--- config.mk ---
export PLATFORM = sky130hd
export DESIGN_NAME = mem_access_stage
export DESIGN_NICKNAME = d
export VERILOG_FILES = /design/src/rtl/mem_stage_pkg.sv /design/src/rtl/mem_access_stage_ls_lane_align.sv /design/src/rtl/mem_access_stage.sv
export SDC_FILE = /design/constraint.sdc
export NUM_CORES = 1
export LEC_CHECK = 0
export BUFFER_PORTS_ARGS = -buffer_cell sky130_fd_sc_hd__clkbuf_2
export CAP_MARGIN = 20
export CORE_MARGIN = 10
export CORE_UTILIZATION = 43
export CTS_BUF_LIST = sky130_fd_sc_hd__clkbuf_16
export CTS_CLUSTER_SIZE = 16
export DETAILED_ROUTE_END_ITERATION = 16
export PLACE_DENSITY = 0.74
export SLEW_MARGIN = 40
export SYNTH_ARGS = -nofsm -noshare
export SYNTH_HDL_FRONTEND = slang
export SYNTH_SLANG_ARGS = --single-unit
--- constraint.sdc ---
create_clock -name clk -period 2.1 [get_ports clk]
set_input_delay 0.315 -clock clk [delete_from_list [all_inputs] [get_ports clk]]
set_output_delay 0.315 -clock clk [all_outputs]
set_load 0.05 [all_outputs]
--- src/rtl/mem_stage_pkg.sv ---
// Shared op codes, FSM state encoding and op-class predicates for the MEM stage.
package mem_stage_pkg;

  localparam logic [3:0] OP_NONE = 4'd0;
  localparam logic [3:0] OP_LB   = 4'd1;
  localparam logic [3:0] OP_LBU  = 4'd2;
  localparam logic [3:0] OP_LH   = 4'd3;
  localparam logic [3:0] OP_LHU  = 4'd4;
  localparam logic [3:0] OP_LW   = 4'd5;
  localparam logic [3:0] OP_SB   = 4'd6;
  localparam logic [3:0] OP_SH   = 4'd7;
  localparam logic [3:0] OP_SW   = 4'd8;

  typedef enum logic {
    IDLE  = 1'b0,
    WRITE = 1'b1
  } state_t;

  function automatic logic is_load(input logic [3:0] op);
    return (op == OP_LB) || (op == OP_LBU) || (op == OP_LH) ||
           (op == OP_LHU) || (op == OP_LW);
  endfunction

  function automatic logic is_store(input logic [3:0] op);
    return (op == OP_SB) || (op == OP_SH) || (op == OP_SW);
  endfunction

  // Stores narrower than a word need a read-modify-write.
  function automatic logic is_subword(input logic [3:0] op);
    return (op == OP_SB) || (op == OP_SH);
  endfunction

  function automatic logic is_half(input logic [3:0] op);
    return (op == OP_LH) || (op == OP_LHU) || (op == OP_SH);
  endfunction

  function automatic logic is_word(input logic [3:0] op);
    return (op == OP_LW) || (op == OP_SW);
  endfunction

endpackage

--- src/rtl/mem_access_stage_ls_lane_align.sv ---
// Combinational little-endian lane logic: load extraction/extension and store merge.
module ls_lane_align
  import mem_stage_pkg::*;
(
  input  logic [3:0]  i_op,
  input  logic [1:0]  i_addr_lo,
  input  logic [31:0] i_word,
  input  logic [31:0] i_store_data,
  output logic [31:0] o_load_result,
  output logic [31:0] o_merged_word
);

  logic [7:0]  w_byte;
  logic [15:0] w_half;

  always_comb begin
    w_byte = 8'h00;
    case (i_addr_lo)
      2'd0:    w_byte = i_word[7:0];
      2'd1:    w_byte = i_word[15:8];
      2'd2:    w_byte = i_word[23:16];
      default: w_byte = i_word[31:24];
    endcase
    w_half = i_addr_lo[1] ? i_word[31:16] : i_word[15:0];
  end

  always_comb begin
    o_load_result = i_word;
    case (i_op)
      OP_LB:   o_load_result = {{24{w_byte[7]}}, w_byte};
      OP_LBU:  o_load_result = {24'h000000, w_byte};
      OP_LH:   o_load_result = {{16{w_half[15]}}, w_half};
      OP_LHU:  o_load_result = {16'h0000, w_half};
      default: o_load_result = i_word;
    endcase
  end

  always_comb begin
    o_merged_word = i_word;
    if (i_op == OP_SB) begin
      case (i_addr_lo)
        2'd0:    o_merged_word[7:0]   = i_store_data[7:0];
        2'd1:    o_merged_word[15:8]  = i_store_data[7:0];
        2'd2:    o_merged_word[23:16] = i_store_data[7:0];
        default: o_merged_word[31:24] = i_store_data[7:0];
      endcase
    end else if (i_op == OP_SH) begin
      if (i_addr_lo[1]) o_merged_word[31:16] = i_store_data[15:0];
      else              o_merged_word[15:0]  = i_store_data[15:0];
    end
  end

endmodule

--- src/rtl/mem_access_stage.sv ---
// Pipeline MEM stage: loads, word stores, and 2-cycle RMW for byte/half stores.
// Optional MEM_MISALIGN_TRAP_EN suppresses misaligned half/word accesses and reports them.
module mem_access_stage
  import mem_stage_pkg::*;
#(
  parameter int ADDR_W = 32,
  parameter int DATA_W = 32,
  parameter int REG_W  = 5
) (
  input  logic              clk,
  input  logic              reset,
  input  logic              in_valid,
  input  logic [3:0]        in_op,
  input  logic [ADDR_W-1:0] in_addr,
  input  logic [DATA_W-1:0] in_store_data,
  input  logic [REG_W-1:0]  in_rd,
  output logic              stall_out,
  output logic [ADDR_W-1:0] mem_addr,
  output logic [DATA_W-1:0] mem_write_data,
  output logic              mem_write,
  input  logic [DATA_W-1:0] mem_read_data,
  output logic              wb_valid,
  output logic              wb_reg_write,
  output logic [DATA_W-1:0] wb_data,
  output logic [REG_W-1:0]  wb_rd
`ifdef MEM_MISALIGN_TRAP_EN
  ,
  output logic              misalign_exc,
  output logic [ADDR_W-1:0] misalign_addr
`endif
);

  state_t            r_state;
  logic [DATA_W-1:0] r_merge_q;
  logic              r_wb_valid;
  logic              r_wb_reg_write;
  logic [DATA_W-1:0] r_wb_data;
  logic [REG_W-1:0]  r_wb_rd;
  logic [DATA_W-1:0] w_load_result;
  logic [DATA_W-1:0] w_merged_word;
  logic              w_trap;
  logic              w_idle;

  ls_lane_align u_lane (
    .i_op          (in_op),
    .i_addr_lo     (in_addr[1:0]),
    .i_word        (mem_read_data),
    .i_store_data  (in_store_data),
    .o_load_result (w_load_result),
    .o_merged_word (w_merged_word)
  );

`ifdef MEM_MISALIGN_TRAP_EN
  logic              r_misalign_exc;
  logic [ADDR_W-1:0] r_misalign_addr;
  assign w_trap = in_valid && ((is_half(in_op) && in_addr[0]) ||
                               (is_word(in_op) && (in_addr[1:0] != 2'b00)));
  assign misalign_exc  = r_misalign_exc;
  assign misalign_addr = r_misalign_addr;
`else
  assign w_trap = 1'b0;
`endif

  assign w_idle         = (r_state == IDLE);
  assign mem_addr       = in_addr;
  assign stall_out      = w_idle && in_valid && is_subword(in_op) && !w_trap;
  assign mem_write_data = w_idle ? in_store_data : r_merge_q;
  // Gated by reset so an in-flight RMW write drops immediately.
  assign mem_write      = !reset && (!w_idle ||
                                     (in_valid && (in_op == OP_SW) && !w_trap));

  assign wb_valid     = r_wb_valid;
  assign wb_reg_write = r_wb_reg_write;
  assign wb_data      = r_wb_data;
  assign wb_rd        = r_wb_rd;

  always_ff @(posedge clk or posedge reset) begin
    if (reset) begin
      r_state        <= IDLE;
      r_merge_q      <= '0;
      r_wb_valid     <= 1'b0;
      r_wb_reg_write <= 1'b0;
      r_wb_data      <= '0;
      r_wb_rd        <= '0;
`ifdef MEM_MISALIGN_TRAP_EN
      r_misalign_exc  <= 1'b0;
      r_misalign_addr <= '0;
`endif
    end else begin
`ifdef MEM_MISALIGN_TRAP_EN
      r_misalign_exc <= 1'b0;
      if (w_idle && w_trap) begin
        r_misalign_exc  <= 1'b1;
        r_misalign_addr <= in_addr;
      end
`endif
      case (r_state)
        WRITE: begin
          r_state        <= IDLE;
          r_wb_valid     <= 1'b1;
          r_wb_reg_write <= 1'b0;
        end
        default: begin
          if (in_valid && w_trap) begin
            r_wb_valid     <= 1'b1;
            r_wb_reg_write <= 1'b0;
          end else if (in_valid && is_subword(in_op)) begin
            // Stall cycle: capture merged word, retire from WRITE next cycle.
            r_merge_q      <= w_merged_word;
            r_state        <= WRITE;
            r_wb_valid     <= 1'b0;
            r_wb_reg_write <= 1'b0;
          end else if (in_valid && is_load(in_op)) begin
            r_wb_valid     <= 1'b1;
            r_wb_reg_write <= (in_rd != '0);
            r_wb_data      <= w_load_result;
            r_wb_rd        <= in_rd;
          end else begin
            r_wb_valid     <= in_valid;
            r_wb_reg_write <= 1'b0;
          end
        end
      endcase
    end
  end

endmodule

==> flow_summary_export.csv <==
group,metric,value,unit
logic_synthesis,synth-async-reset-ratio,100,%
logic_synthesis,synth-seq-cells,72,
sta,worst_pin_slew,809,ps
detailed_routing,routed.top_layer,"met4",
critical_path,crit_path_top_delay_cell,"dfrtp_1",
place,place_ws,102,ps
critical_path,critPathRequiredTime,1780,ps
detailed_routing,finalWirelength,16.0,mm
detailed_routing,ant_nets,0,
cells_and_area,drive_above_1_share,41.2,%
power_and_ir_drop,p_sw_share,40.2,%
die,dieArea,15700,um^2
cells_and_area,fin_nets,707,
global_route,grt_max_degree,73,
critical_path,criticalPathCategory,"flip-flop to primary output",
die,row_count,38,
power_and_ir_drop,ir_drop,0.461,mV
clock_network,ctsHoldBuffers,0,
place,portBuffers,152,
detailed_routing,wl_per_cell,21.5,um
global_route,grt_pass1_wl,25.4,mm
die,core-area,10800,um^2
die,ioPinCount,213,
sta,clock.fmax,503,MHz
place,gp_congestion,0.937,
hold_path,hold_class,"input port to asynchronous set/reset pin",
logic_synthesis,syn-cell-area,4760,um^2
sta,setup-violations-final,0,
cells_and_area,syn_to_final_growth,20.2,%
detailed_routing,drc,0,
sta,slew_viol_final,0,
critical_path,crit_family,"buffers and inverters",
critical_path,path_cells,"buf_4 > mux2_2 > clkbuf_2",
critical_path,rr_worst_depth,4,
power_and_ir_drop,p_comb_share,34.8,%
sta,layout_setup_ws,111,ps
critical_path,endpoint_kind,"primary output",
power_and_ir_drop,p_per_area,871,nW/um^2
die,die_w,125,um
critical_path,crit_fanout,24,
power_and_ir_drop,p_int,0.00298,W
power_and_ir_drop,power_switching,0.00200,W
critical_path,crit_cells,3,
logic_synthesis,ys_top_cells_by_area,"dfrtp_1 38%, mux2_2 8.7%, buf_4 5.5%",
logic_synthesis,syn_nets,596,
logic_synthesis,synthCells,488,
clock_network,htreeDepth,3,
sta,slew_headroom,45.8,%
die,die_y,125,um
logic_synthesis,synthFlopType,"dfrtp_1",
logic_synthesis,synth_edf_count,0,
sta,rsz0062_at_grt,"false",
clock_network,cts-root-buf,"clkbuf_16",
cells_and_area,postLayoutCellArea,5730,um^2
power_and_ir_drop,total_power,0.00499,W
global_route,overflow,0,
logic_synthesis,syn_area_per_cell,9.76,um^2
detailed_routing,met1Wirelength,6.70,mm
run_status,status,"complete, no violations",
critical_path,worstSetupStartpoint,"r_state",
detailed_routing,via_per_inst,5.97,
detailed_routing,drt_iter0_markers,430,
clock_network,clkTransAtPathRegs,60,ps
logic_synthesis,yosysTopAreaCell,"dfrtp_1",
clock_network,clock_latency,330,ps
place,postPlaceCellArea,5450,um^2
cells_and_area,antenna_cells,0,
critical_path,critical_path.max_stage_delay,390,ps
power_and_ir_drop,p_seq_share,36.8,%
sta,timing.setup.tns,0,ps
power_and_ir_drop,p_clk_share,28.4,%
sta,period_share,94.7,%
critical_path,crit_buf_inv,2,
global_route,grt_usage,19.8,%
place,hpwl,12.2,mm
detailed_routing,vias,4444,
power_and_ir_drop,leakage,2.63,nW
critical_path,arrival,1670,ps
logic_synthesis,yosysWarnings,0,
detailed_routing,met2RoutedLength,7.57,mm
clock_network,cts_buffers,9,
critical_path,setup.worst_path.end,"mem_write_data[3]",
clock_network,cts_max_path_buffers,2,
logic_synthesis,synth_top_area_share,37.8,%
global_route,grt_pass1_vias,4562,
sta,finalHoldViolCount,0,
sta,clock_skew,4.39,ps
sta,finalCriticalPeriod,1990,ps
job,drv_cap,0,
critical_path,startpoint_type,"flip-flop",
logic_synthesis,synth_cell_types,53,
critical_path,rrSetupSlack,220,ps
clock_network,cts_sinks,72,
clock_network,tritoncts,"done",
global_route,antenna_found_initial,0,
detailed_routing,firstDrtPassIters,5,
critical_path,r2r-start,"r_state",
logic_synthesis,ys_seq_area_share,37.8,%
detailed_routing,routed-wl-met3,1.31,mm
die,initial_core_util,43.9,%
critical_path,r2r_end,"wb_data[16]",
## power by group through the flow
stage | registers (W) | clock network (W) | logic (W)
after floorplan | 0.00235 | 0 | 0.000885
after global placement | 0.00185 | 0 | 0.00172
final | 0.00183 | 0.00142 | 0.00173
after CTS | 0.00183 | 0.00142 | 0.00175
after global routing | 0.00186 | 0.00148 | 0.00184
after detailed placement | 0.00185 | 0 | 0.00174
## flip-flops by register name (all words and copies together), names as in the netlist
| signal | cells |
|---|---|
| r_merge_q | 32 |
| wb_data | 32 |
| wb_rd | 5 |
| r_state | 1 |
| wb_reg_write | 1 |
| wb_valid | 1 |
## metal layers
layer | GRT usage (%) | vias up
met1 | 25.4 | 2152
met5 | 0 | -
met2 | 31.3 | 232
met4 | 7.99 | 0
met3 | 4.90 | 35
li1 | - | 2025
## worst min-delay path, cell delays in order
cell and delay, ps:
clkbuf_2 110, clkinvlp_4 80, buf_12 330
## metrics by stage
step	hold WS, ps	utilization [%]	std cells
final	89.7	52.8	744
after global routing	122	52.8	744
after CTS	112	52.8	744
after detailed placement	464	50.3	728
after global placement	450	50.3	728
after floorplan	432	-	488
## worst min path at each step
stage	from	to	slack, ps
floorplan	in_valid	wb_valid	430
CTS	reset	wb_data[11]	110
global route	reset	wb_valid	120
global placement	reset	wb_valid	450
detailed placement	reset	wb_data[13]	460
finish	reset	r_merge_q[27]	90
## cell usage after synthesis (all sizes together), types with 2 or more instances
| library cell | instances |
|---|---|
| dfrtp | 72 |
| buf | 56 |
| o21ai | 40 |
| nand2 | 38 |
| mux2 | 37 |
| nor3 | 30 |
| nand3 | 24 |
| a21oi | 19 |
| clkbuf | 19 |
| mux2i | 19 |
| nor2 | 17 |
| a221o | 16 |
| o22a | 15 |
| a22o | 8 |
| a32o | 8 |
| mux4 | 8 |
| o21bai | 8 |
| or4 | 8 |
| inv | 7 |
| o221ai | 6 |
| nand2b | 4 |
| a211oi | 3 |
| a221oi | 3 |
| a21o | 2 |
| nand4b | 2 |
| nor2b | 2 |
| nor4b | 2 |
| or2 | 2 |
| or3 | 2 |
## timing repair
item	in CTS	in global routing
setup endpoints to repair	0	1
buffers inserted	0	0
gates resized for setup	0	2
hold endpoints to repair	0	0
## area by class of cell
class                   instances  area (um^2)
well taps                     140          175
flip-flops and latches         72         1800
clock inverters                 7         46.3
clock buffers                   9          225
fillers                      1002         5110
inverters                       7         30.0
multi-input cells             334         2490
repair buffers                175          958
## cells by family (layout without fill, tap and decap cells)
kind of cell	Yosys count	count (layout)	share of synthesized area [%]
buf+inv	82	198	10.0
mux	64	64	16.5
simple gates	136	136	15.1
compound gates	133	133	20.3
flops	72	72	37.8
xor+xnor	1	1	0.184
## placed cells by master, fill, tap and decap left out, drive strengths merged, types with 15 or more instances in the layout
master  count
nor3       30
mux2i      19
nand2      38
mux2       37
buf        24
a221o      16
nand3      24
dfrtp      72
o22a       15
a21oi      19
o21ai      40
nor2       17
clkbuf    160
No activity file was read; power rests on OpenSTA's default activity.
